<file path="src/rtl/zx_pixel_pipe.sv">
// Spectrum 256x192 screen renderer for a 640x480 beam: video RAM fetch, attribute decode, border, flash.
// Fixed 4-clock input-to-output latency; sync/DE/border ride a matched shift chain, no backpressure.
module zx_pixel_pipe #(
  parameter int H_OFFSET = 64,
  parameter int V_OFFSET = 48
) (
  input  logic        clk,
  input  logic        reset,
  input  logic [9:0]  hcount,
  input  logic [9:0]  vcount,
  input  logic        de_in,
  input  logic        hs_in,
  input  logic        vs_in,
  input  logic [2:0]  border,
  output logic [12:0] vid_addr,
  input  logic [7:0]  vid_data,
  output logic [12:0] attr_addr,
  input  logic [7:0]  attr_data,
  output logic [3:0]  vga_r,
  output logic [3:0]  vga_g,
  output logic [3:0]  vga_b,
  output logic        vga_de,
  output logic        vga_hs,
  output logic        vga_vs
);

  localparam int LAT = 4;

  localparam logic [9:0] H_LO = 10'(H_OFFSET);
  localparam logic [9:0] H_HI = 10'(H_OFFSET + 511);
  localparam logic [9:0] V_LO = 10'(V_OFFSET);
  localparam logic [9:0] V_HI = 10'(V_OFFSET + 383);

  // Sync chain entry order: {de, hs, vs}; index 0 is S0, index LAT-1 is the output register.
  logic [2:0]  sync_q [LAT];
  logic [2:0]  sync_d [LAT];

  logic [9:0]  hcount_q, hcount_d;
  logic [9:0]  vcount_q, vcount_d;
  logic [2:0]  border_s0_q, border_s0_d;
  logic [2:0]  border_s1_q, border_s1_d;
  logic [2:0]  border_s2_q, border_s2_d;

  logic [4:0]  frame_q, frame_d;

  logic [12:0] vid_addr_q, vid_addr_d;
  logic [12:0] attr_addr_q, attr_addr_d;
  logic        in_scr_s1_q, in_scr_s1_d;
  logic        in_scr_s2_q, in_scr_s2_d;
  logic [2:0]  pxlo_s1_q, pxlo_s1_d;
  logic [2:0]  pxlo_s2_q, pxlo_s2_d;

  logic [3:0]  r_q, r_d;
  logic [3:0]  g_q, g_d;
  logic [3:0]  b_q, b_d;

  logic [9:0]  hrel;
  logic [9:0]  vrel;
  logic [7:0]  px;
  logic [7:0]  py;
  logic        in_scr;

  logic [2:0]  ink;
  logic [2:0]  paper;
  logic [2:0]  colour;
  logic        bright;
  logic        pixel;
  logic        de_s2;

  function automatic logic [3:0] level(input logic on, input logic hi);
    if (!on) begin
      return 4'h0;
    end
    return hi ? 4'hF : 4'hC;
  endfunction

  // S0: input capture and flash frame counter
  always_comb begin
    hcount_d    = hcount;
    vcount_d    = vcount;
    border_s0_d = border;
    frame_d     = frame_q;
    if (vs_in && !sync_q[0][0]) begin
      frame_d = frame_q + 5'd1;
    end
  end

  always_comb begin
    sync_d[0] = {de_in, hs_in, vs_in};
    for (int i = 1; i < LAT; i++) begin
      sync_d[i] = sync_q[i-1];
    end
  end

  // S1: geometry and video RAM addressing
  always_comb begin
    hrel   = hcount_q - H_LO;
    vrel   = vcount_q - V_LO;
    px     = hrel[8:1];
    py     = vrel[8:1];
    in_scr = (hcount_q >= H_LO) && (hcount_q <= H_HI) &&
             (vcount_q >= V_LO) && (vcount_q <= V_HI);
  end

  always_comb begin
    vid_addr_d  = vid_addr_q;
    attr_addr_d = attr_addr_q;
    if (in_scr) begin
      vid_addr_d  = {py[7:6], py[2:0], py[5:3], px[7:3]};
      attr_addr_d = 13'h1800 + {3'b000, py[7:3], px[7:3]};
    end
    in_scr_s1_d = in_scr;
    pxlo_s1_d   = px[2:0];
    border_s1_d = border_s0_q;
  end

  // S2: wait for RAM data alongside the control bits
  always_comb begin
    in_scr_s2_d = in_scr_s1_q;
    pxlo_s2_d   = pxlo_s1_q;
    border_s2_d = border_s1_q;
  end

  // S3: attribute decode and colour select
  always_comb begin
    ink    = attr_data[2:0];
    paper  = attr_data[5:3];
    if (attr_data[7] && frame_q[4]) begin
      ink   = attr_data[5:3];
      paper = attr_data[2:0];
    end
    pixel  = vid_data[3'd7 - pxlo_s2_q];
    de_s2  = sync_q[2][2];
    colour = 3'b000;
    bright = 1'b0;
    if (de_s2) begin
      if (in_scr_s2_q) begin
        colour = pixel ? ink : paper;
        bright = attr_data[6];
      end else begin
        colour = border_s2_q;
      end
    end
    g_d = level(colour[2], bright);
    r_d = level(colour[1], bright);
    b_d = level(colour[0], bright);
  end

  always_ff @(posedge clk) begin
    if (reset) begin
      hcount_q    <= '0;
      vcount_q    <= '0;
      border_s0_q <= '0;
      border_s1_q <= '0;
      border_s2_q <= '0;
      frame_q     <= '0;
      vid_addr_q  <= '0;
      attr_addr_q <= '0;
      in_scr_s1_q <= 1'b0;
      in_scr_s2_q <= 1'b0;
      pxlo_s1_q   <= '0;
      pxlo_s2_q   <= '0;
      r_q         <= '0;
      g_q         <= '0;
      b_q         <= '0;
      for (int i = 0; i < LAT; i++) begin
        sync_q[i] <= '0;
      end
    end else begin
      hcount_q    <= hcount_d;
      vcount_q    <= vcount_d;
      border_s0_q <= border_s0_d;
      border_s1_q <= border_s1_d;
      border_s2_q <= border_s2_d;
      frame_q     <= frame_d;
      vid_addr_q  <= vid_addr_d;
      attr_addr_q <= attr_addr_d;
      in_scr_s1_q <= in_scr_s1_d;
      in_scr_s2_q <= in_scr_s2_d;
      pxlo_s1_q   <= pxlo_s1_d;
      pxlo_s2_q   <= pxlo_s2_d;
      r_q         <= r_d;
      g_q         <= g_d;
      b_q         <= b_d;
      for (int i = 0; i < LAT; i++) begin
        sync_q[i] <= sync_d[i];
      end
    end
  end

  assign vid_addr  = vid_addr_q;
  assign attr_addr = attr_addr_q;
  assign vga_r     = r_q;
  assign vga_g     = g_q;
  assign vga_b     = b_q;
  assign vga_de    = sync_q[LAT-1][2];
  assign vga_hs    = sync_q[LAT-1][1];
  assign vga_vs    = sync_q[LAT-1][0];

endmodule

</file>
<file path="config.mk">
export PLATFORM = sky130hd
export DESIGN_NAME = zx_pixel_pipe
export DESIGN_NICKNAME = d
export VERILOG_FILES = /design/src/rtl/zx_pixel_pipe.sv
export SDC_FILE = /design/constraint.sdc
export NUM_CORES = 1
export LEC_CHECK = 0
export BUFFER_PORTS_ARGS = -buffer_cell sky130_fd_sc_hd__buf_4
export CELL_PAD_IN_SITES_DETAIL_PLACEMENT = 1
export CELL_PAD_IN_SITES_GLOBAL_PLACEMENT = 2
export CORE_UTILIZATION = 33
export CTS_CLUSTER_SIZE = 25
export DETAILED_ROUTE_END_ITERATION = 12
export GPL_TIMING_DRIVEN = 1
export HOLD_SLACK_MARGIN = 0.06
export PLACE_DENSITY = 0.92
export SYNTH_ARGS = -nofsm -noshare
export SYNTH_HDL_FRONTEND = slang
export SYNTH_SLANG_ARGS = --single-unit
</file>
<file path="constraint.sdc">
create_clock -name clk -period 3.05 [get_ports clk]
set_input_delay 0.1525 -clock clk [delete_from_list [all_inputs] [get_ports clk]]
set_output_delay 0.1525 -clock clk [all_outputs]
set_load 0.01 [all_outputs]
</file>
; ---- Word level (Yosys, flattened, before mapping)
; Memory sizes are Yosys's and may differ from the RTL's.
; Index checks and enable logic that the tools add are counted.
[totals]
ff_bits = 80
elab_cells = 59
mem_bits_rw = 12
mem_count = 1
[memory_table]
columns = memory, depth, word_bits, read_ports, rd_ports_with_merged_regs, write_ports, line_no
row1 = sync_q, 4, 3, 4, 0, 4, 35  ; logic [2:0] sync_q [LAT];
[op_classes]
add_sub_neg = 5
bitwise_logic = 7
n_mux = 17
n_reduce_logical = 9
n_lt_le_gt_ge = 5
[ops]
columns = operator, count
row1 = 2-to-1 mux 3 bit, 9
row2 = "adder 12 x 11 -> 13 bit, first input constant", 1
row3 = ">= comparator 10 x 6 -> 1 bit, second input constant", 1
row4 = ">= comparator 10 x 7 -> 1 bit, second input constant", 1
row5 = "<= comparator 10 bit, second input constant", 1
row6 = "<= comparator 10 x 9 -> 1 bit, second input constant", 1
row7 = "subtractor 9 x 6 -> 9 bit, second input constant", 1
row8 = "subtractor 9 x 7 -> 9 bit, second input constant", 1
row9 = 2-to-1 mux 1 bit, 6
row10 = OR reduction 2 bit, 3
row11 = "adder 5 x 1 -> 5 bit, second input constant", 1
row12 = logical AND 1 bit, 5
row13 = "less-than comparator 3 x 4 -> 1 bit, second input constant", 1
row14 = bitwise OR 1 bit, 4
row15 = binary-select mux 1 bit (select 3 bit), 1
row16 = inverter 1 bit, 3
row17 = "subtractor 3 bit, first input constant", 1
row18 = 2-to-1 mux 2 bit, 1
row19 = zero test 1 bit, 1

; ---- Depth between registers and ports, before layout
; Gate-level depths: netlist of the first run.
[depth]
word_depth = 8
ltp_mapped = 7
mapped_depth_nobuf = 6

; ---- Least setup slack after synthesis of the first run
; Ideal clock, no wire load.
[synth_path]
path_type = register to register
start = register pxlo_s2_q[0]
end = register b_q[1], in the netlist vga_b[1]
required_time_ns = 2.978
stages_incl_launch_ff = 5
arrival_ns = 1.615
n_path_buf = 0
slack_ns = 1.363
synth_period_minus_slack_ns = 1.687
setup_time_ns = 0.072
path_cell_list = dfxtp_1 -> mux4_2 -> mux2i_4 -> xnor2_1 -> mux2i_1
[synth_via]
elab_chain_len = 8
[synth_lines]
columns = element, line_no
row1 = from (decl), 51  ; logic [2:0] pxlo_s2_q, pxlo_s2_d;
row2 = from (signal assigned), 181  ; pxlo_s2_q <= pxlo_s2_d;
row3 = subtractor 3 bit, 132  ; pixel = vid_data[3'd7 - pxlo_s2_q];
row4 = binary-select mux 1 bit (select 3 bit), 132
row5 = 2-to-1 mux 1 bit (implied by the code), 132
row6 = 2-to-1 mux 3 bit, 138  ; colour = pixel ? ink : paper;
row7 = 2-to-1 mux 3 bit, 137  ; if (in_scr_s2_q) begin
row8 = 2-to-1 mux 3 bit, 136  ; if (de_s2) begin
row9 = inverter 1 bit (no source line), n/a
row10 = OR reduction 2 bit (no source line), n/a
row11 = to (signal assigned), 165  ; b_q <= '0;
row12 = to (signal assigned), 184  ; b_q <= b_d;
row13 = to (decl), 55  ; logic [3:0] b_q, b_d;
; No other way between the ends. The select of a mux whose other input is x is not followed.
; A chain may end at the register's enable or synchronous reset.

; ---- Worst setup path in the final report of the first run
[layout_path]
start = register vcount_q[4]
end = register vid_addr_q[4], in the netlist vid_addr[4]
[layout_via]
elab_chain_len = 3
word_cells_on_any_way = 4
classes_between = 2 x order compare / 2 x reduce/logical
[layout_lines]
columns = element, line_no
row1 = from (decl), 39  ; logic [9:0] vcount_q, vcount_d;
row2 = from (signal assigned), 171  ; vcount_q <= vcount_d;
row3 = >= comparator 10 x 6 -> 1 bit, 102  ; (vcount_q >= V_LO) && (vcount_q <= V_HI);
row4 = logical AND 1 bit, 101  ; in_scr = (hcount_q >= H_LO) && (hcount_q <= H_HI) &&
row5 = logical AND 1 bit *, 102
row6 = to (signal assigned), 176  ; vid_addr_q <= vid_addr_d;
row7 = to (decl), 46  ; logic [12:0] vid_addr_q, vid_addr_d;
; Mark *: on every way between the ends. The rest lies on a longest branch, timed or not.

==> summary.md, run 1 <==
| Metric | Value |
|---|---|
| Status | complete, no violations |
| Pwr Total | 0.002143 W |
| Critical path class | reg2reg |
| Max_slew headroom | 56.09% |
| Post-DP HPWL | 4514 um |
| Synth cell types | 39 |
| Average instance area after synthesis | 10.29 um^2 |
| Max Cap Viol | 0 |
| GP Congestion | 0.7517 |
| Synthesis Warnings | 0 |
| Synth Flop Type | dfxtp_1 |
| DR WL/cell | 14.12 um |
| Initial antenna violation count | 0 |
| H-Tree Level Count | 3 |
| GR Util All Layers | 15.91% |
| Mapped cell area | 2829 um^2 |
| Synth top area share | 52.37% |
| Hold path start | attr_data[3] |
| Placed Cells incl. Taps | 433 |
| Count leader, synth | dfxtp_1 |
| Share of layout cells above drive strength 1 | 28.92% |
| Starting density of the core | 34.26% |
| CTS clk-pin slew, worst paths | 0.08 ns |
| CP max FO | 7 |
| TritonRoute pass-1 iters | 4 |
| CTS Buffer Depth | 2 |
| Mux contribution to synthesized area | 4.865% |
| Critical path's largest stage delay | 0.50 ns |
| Grt ovf | 0 |
| Setup bufs post-CTS | 0 |
| Syn Nets | 324 |
| Hold path depth | 3 |
| Post-CTS Hold Fix Bufs | 26 |
| Post-layout minimum cycle time | 1.978 ns |
| Synthesized instance count | 275 |
| Final Hold Vio Count | 0 |
| Adder-Cell Fraction of Synth Area | 2.211% |
| Drt via density | 4.678 |
| FMAX | 505.5 MHz |
| FFs w/ async S/R, synth | 0% |
| Pleak | 1.639 nW |
| Cell accounting for the most synthesized area | dfxtp_1 |
| Main combinational cell family by area after synthesis | simple AND/OR/NAND/NOR gates |
| Synth Area in Compound Gates | 9.553% |
| Critical-path cell list | ha_1 -> nor4_1 -> a211o_1 -> nor3_2 -> a311oi_1 |
| Slew @ Worst Pin | 0.6555 ns |
| Post-synth top cells | 74 x dfxtp_1, 54 x nor2b_1, 18 x buf_4 |
| Maximum vdd drop | 0.0002725 V |
| Core Box Area | 8258 um^2 |
| Simple-gate share of the synthesized area | 21.58% |
| Root Buffer | clkbuf_8 |
| R2R depth | 5 |
| RSZ-0062 raised after global routing | false |
| DR vias | 2222 |
| Number of synthesized register bits | 74 |
| Pwr dens | 551.9 nW/um^2 |
| Die ar. | 8947 um^2 |
| Skew-Pair Late Insertion Delay | 0.34 ns |
| Setup TNS | 0 ns |
| Dominant cells by area after synthesis | dfxtp_1 52%, nor2b_1 12%, buf_4 4.8%, mux2i_1 2.5%, ha_1 2.2% |
| Post-CTS sizing | 0 |
| Filler cells | 940 |
| Total CTS buffers | 9 |
| Fin cells | 475 |
| Clock Skew | 0.01323 ns |
| Routed wire length | 6707 um |
| Final Max Tran Viols | 0 |
| Reg-to-Reg Start | vcount_q[4] |
| # IOs | 85 |
| HP Class | in2reg |
| # DRC | 0 |
| Final period util | 64.86% |
| CTS tree | built |
| DIE HEIGHT | 94.59 um |
| Ant diodes | 0 |
| Final setup vio count | 0 |
| Crit end category | flip-flop |
| CP startpoint kind | flip-flop |
| Xor and xnor area share after synthesis | 2.167% |
| R2R Path End | vid_addr[4] |
| Initial DRC Count | 63 |
| Largest net degree at the start of global routing | 69 |
| WP data arrival | 2.23 ns |
| Number of flops mapped to enable cells by yosys | 0 |
| Final net count | 414 |
| Die Wd | 94.59 um |
| CP max stage cell | nor4_1 |
| Number of port buffers | 83 |
| R2R setup slack | 1.07 ns |
| Clk sinks | 74 |
| Vias in the first global route | 2341 |
| DRT antenna net count | 0 |
| Rows | 33 |
| Worst EP required | 3.30 ns |
| Hold Path End | vga_b[1] |
| Seq/Total Area, Yosys | 52.37% |
| Synth-to-layout area growth | 37.28% |
| Global-route wire length before repair | 10940 um |
-- placed cells by master (no fill, tap or decap), drive strengths merged --
| cell type | count |
|---|---|
| a211o | 1 |
| a211oi | 7 |
| a21oi | 8 |
| a311o | 1 |
| a311oi | 2 |
| a31o | 1 |
| a31oi | 8 |
| and2 | 1 |
| and3 | 4 |
| and4b | 1 |
| buf | 84 |
| bufinv | 2 |
| clkbuf | 11 |
| clkinv | 2 |
| clkinvlp | 1 |
| conb | 1 |
| dfxtp | 74 |
| dlygate4sd3 | 26 |
| ha | 5 |
| inv | 4 |
| mux2i | 8 |
| mux4 | 2 |
| nand2 | 15 |
| nand2b | 2 |
| nand3 | 1 |
| nand3b | 1 |
| nand4 | 8 |
| nor2 | 10 |
| nor2b | 54 |
| nor3 | 1 |
| nor4 | 5 |
| nor4b | 1 |
| o211ai | 1 |
| o21ai | 3 |
| o31a | 1 |
| o31ai | 6 |
| xnor2 | 4 |
| xor2 | 3 |
-- kinds of logic after synthesis --
logic type | after synthesis
xor+xnor | 7
buf+inv | 35
fa+ha+maj | 5
other cells | 1
flops | 74
compound gates | 39
mux | 10
simple gates | 104
-- registers in the layout (all words and copies together) (netlist names), 3 cells and up --
name and flops:
sync_q 12, border_s2_q 3, vid_addr 12, border_s1_q 3, pxlo_s2_q 3, frame_q 5
hcount_q 10, pxlo_s1_q 3, vcount_q 10, border_s0_q 3
-- power by group --
| part | total [W] | leakage, nW | switching, W | internal, W |
|---|---|---|---|---|
| clock network | 0.000827 | 0.109 | 0.000347 | 0.000480 |
| logic | 0.000268 | 0.921 | 0.000119 | 0.000149 |
| registers | 0.00105 | 0.609 | 0.0000342 | 0.00101 |
| total | 0.00214 | 1.64 | 0.000500 | 0.00164 |
-- worst max path at each step --
| stage | start | to | slack (ns) |
|---|---|---|---|
| floorplan | pxlo_s2_q[0] | vga_b[1] | 1.36 |
| global placement | vcount_q[4] | vid_addr[4] | 1.22 |
| detailed placement | vcount_q[4] | vid_addr[4] | 1.05 |
| CTS | vcount_q[4] | vid_addr[4] | 1.05 |
| global route | vcount_q[4] | vid_addr[4] | 0.80 |
| finish | vcount_q[4] | vid_addr[4] | 1.07 |
-- metrics by stage --
| stage | util (%) | setup slack (ns) | hold slack [ns] | cell area [um^2] |
|---|---|---|---|---|
| 2_1_floorplan | - | 1.363 | 0.2563 | 2829 |
| 3_3_place_gp | 41.23 | 1.223 | 0.3645 | 3405 |
| 3_5_place_dp | 41.23 | 1.055 | 0.3708 | 3405 |
| 4_1_cts | 47.03 | 1.052 | 0.06684 | 3884 |
| 5_1_grt | 47.03 | 0.8019 | 0.07888 | 3884 |
| 6_report | 47.03 | 1.072 | 0.08285 | 3884 |
-- critical path: cells and delay by family, from the launching register on --
kind                     cells  cell delay [ns]
adder cells (fa/ha/maj)      1             0.26
flip-flops                   1             0.35
AND/OR/NAND/NOR              2             0.63
AO/OA/AOI/OAI                2             0.64
-- layout make-up --
class | count | area, um^2 | area share (%)
multi-input cells | 166 | 1146 | 29.51
inverters | 4 | 15.01 | 0.3866
clock buffers | 11 | 141.4 | 3.640
well taps | 105 | 131.4 | 3.383
flip-flops and latches | 74 | 1481 | 38.14
clock inverters | 5 | 77.57 | 1.997
repair buffers | 110 | 890.9 | 22.94
-- layer usage --
metal  share of wire (%)  track usage, %  vias to the layer above
met1                  42           17.93                     1050
met3                 4.4           4.670                       12
met4                 1.6           5.934                        0
li1                    -               -                     1101
met2                  52           28.26                       59
met5                   0               0                        -
No activity file was read; power rests on OpenSTA's default activity.
==> inputs of run 2 (changes only) <==
ABC_AREA = 1   (was not set)
CORE_UTILIZATION = 28   (was 33)
PLACE_DENSITY = 0.87   (was 0.92)
clock period = 2 ns   (was 3.05 ns; I/O delays follow)
==> run 2 against run 1 <==
Combinational power up 84%; worst hold slack better by 0.00092 ns; non-clock buffer count up 3; global-route usage down 3.3 points; clock-buffer cell count down 1; first-iteration DRC count up 3.2%; clock power up 62%; final area up 7.4%; wire length down 0.30%; core utilization down 7.2 points; highest routed layer unchanged.
==> summary.md, run 2 <==
| Metric | Value |
|---|---|
| Final setup vio count | 0 |
| Synth-to-layout area growth | 36.58% |
| Critical path's largest stage delay | 0.42 ns |
| Number of flops mapped to enable cells by yosys | 0 |
| Crit end category | flip-flop |
| Cell mode on critical path | nand2_1 |
| Core Box Area | 10460 um^2 |
| # IOs | 85 |
| Sw power | 0.0008729 W |
| DRT antenna net count | 0 |
| Setup bufs post-CTS | 0 |
| Initial antenna violation count | 0 |
| Initial DRC Count | 65 |
| Synthesized instance count | 418 |
| Global-route wire length before repair | 11260 um |
| Dominant cells by area after synthesis | dfxtp_1 49%, inv_1 13%, nor2_1 10%, nand2_1 7.4%, buf_4 4.7% |
| Synth Flop Type | dfxtp_1 |
| Max Cap Viol | 0 |
| Cell accounting for the most synthesized area | dfxtp_1 |
| H-Tree Level Count | 3 |
| Area after DPL | 3666 um^2 |
| Status | complete, no violations |
| Drt via density | 3.891 |
| Die Wd | 106.4 um |
| CP startpoint kind | flip-flop |
| Rows | 37 |
| WP data arrival | 2.02 ns |
| Count leader, synth | inv_1 |
| Worst EP required | 2.25 ns |
| Die ar. | 11330 um^2 |
| Logic pwr share | 14.4% |
| Routed wire length | 6687 um |
| Most common cell after layout, fill and taps aside | inv_1 |
| RSZ-0062 raised after global routing | false |
| Flop pwr share | 46.7% |
| Pleak | 2.162 nW |
| CP max FO | 7 |
| Ant diodes | 0 |
| DIE HEIGHT | 106.4 um |
| Mapped cell area | 3054 um^2 |
| Grt ovf | 0 |
| Average instance area after synthesis | 7.307 um^2 |
| Vias in the first global route | 2583 |
| Post-layout minimum cycle time | 1.773 ns |
| Critical path class | reg2reg |
| Number of port buffers | 83 |
| Share of layout cells above drive strength 1 | 21.81% |
| Synthesis Warnings | 0 |
| Final Hold Vio Count | 0 |
| Largest net degree at the start of global routing | 33 |
| Syn Nets | 467 |
| Worst Slack Setup Final | 0.2273 ns |
| Switching Fraction | 25.46% |
| CP max stage cell | dfxtp_1 |
| Post-DP HPWL | 4936 um |
| Pre-CTS setup slack | 0.2505 ns |
| CTS clk-pin slew, worst paths | 0.08 ns |
| Synth cell types | 26 |
| Final period util | 88.63% |
| R2R setup slack | 0.23 ns |
| Pint | 0.002556 W |
| FMAX | 564.1 MHz |
| Clk sinks | 74 |
| Number of synthesized register bits | 74 |
| GP Congestion | 0.7440 |
| Clock Skew | 0.009228 ns |
| FFs w/ async S/R, synth | 0% |
| CTS tree | built |
| # DRC | 0 |
| Skew-Pair Late Insertion Delay | 0.35 ns |
| Total CTS buffers | 9 |
| TritonRoute pass-1 iters | 4 |
| Final Max Tran Viols | 0 |
| Placed Cells incl. Taps | 611 |
| Starting density of the core | 29.19% |
| Hold WS | 0.08377 ns |
| Final net count | 562 |
| Setup TNS | 0 ns |
| Fin cells | 654 |
| Seq/Total Area, Yosys | 48.50% |
| Most frequent cells in the layout | 109 x inv_1, 86 x buf_4, 81 x nor2_1, 74 x dfxtp_1, 60 x nand2_1 |
| Root Buffer | clkbuf_8 |
| DR WL/cell | 10.22 um |
| Synth top area share | 48.50% |
| Clock power share | 38.9% |
| CTS Buffer Depth | 2 |
| CP top delay family | simple AND/OR/NAND/NOR gates |
| HP Class | in2reg |
| Critical-path cell list | ha_1 -> inv_1 -> nand2_1 -> or2_4 -> nand2_2 -> nor2_2 -> buf_4 -> nand3_1 -> nand2_1 -> nor2_1 |
| Post-synth top cells | 109 x inv_1, 81 x nor2_1, 74 x dfxtp_1 |
| DR vias | 2545 |
| GR Util All Layers | 12.62% |
| Pwr dens | 821.9 nW/um^2 |
| Worst Path Buf+Inv | 2 |
| Final instance area | 4172 um^2 |
| Maximum vdd drop | 0.0003726 V |
-- run 2: metrics by stage --
step                util (%)  total power [W]
finish                 39.87         0.003429
global route           39.87         0.003606
CTS                    39.87         0.003476
detailed placement     35.04         0.002093
global placement       35.04         0.002078
floorplan                  -         0.001922
-- run 2: power by group through the flow --
stage | logic, W | registers, W | clock network (W)
2_1_floorplan | 0.000284 | 0.00164 | 0
3_3_place_gp | 0.000444 | 0.00163 | 0
3_5_place_dp | 0.000455 | 0.00164 | 0
4_1_cts | 0.000499 | 0.00160 | 0.00137
5_1_grt | 0.000558 | 0.00161 | 0.00143
6_report | 0.000492 | 0.00160 | 0.00134
-- run 2: per-layer routing --
layer  wire, um  vias to the layer above  track usage, %
met5          0                        -               0
met4         85                        0           6.458
met3        273                        8           2.452
met2       3164                       55           21.34
met1       3164                     1116           15.17
li1           -                     1366               -
-- run 2: final timing paths --
kind	start	to	cells past startpoint
hold / removal	reset	vcount_q[4]	2
setup reg to reg	vcount_q[4]	vid_addr[4]	10
setup / recovery	vcount_q[4]	vid_addr[4]	10
hold reg to reg	sync_q[1][1]	sync_q[2][1]	2
-- run 2: cell families (layout without fill, tap and decap cells) --
logic type	Yosys count	after routing	share of synthesized area, %
AO/OA/AOI/OAI	17	17	3.482
other	1	1	0.1228
XOR/XNOR	3	3	0.8605
adder cells (fa/ha/maj)	5	5	2.048
buffers and inverters	140	240	20.32
AND/OR/NAND/NOR	178	178	24.66
flip-flops	74	74	48.50
-- run 2: area by class of cell --
| type | instances | area (um^2) |
|---|---|---|
| Fill cell | 1323 | 6291 |
| Sequential cell | 74 | 1481 |
| Multi-Input combinational cell | 204 | 952.2 |
| Timing Repair Buffer | 113 | 915.9 |
| Inverter | 111 | 416.7 |
| Tap cell | 136 | 170.2 |
| Clock buffer | 10 | 137.6 |
| Clock inverter | 6 | 97.59 |
-- run 2: repair_timing --
action | CTS | global route
resized for setup | 0 | 0
endpoints found under the hold margin | 29 | 0
hold buffers | 27 | 0
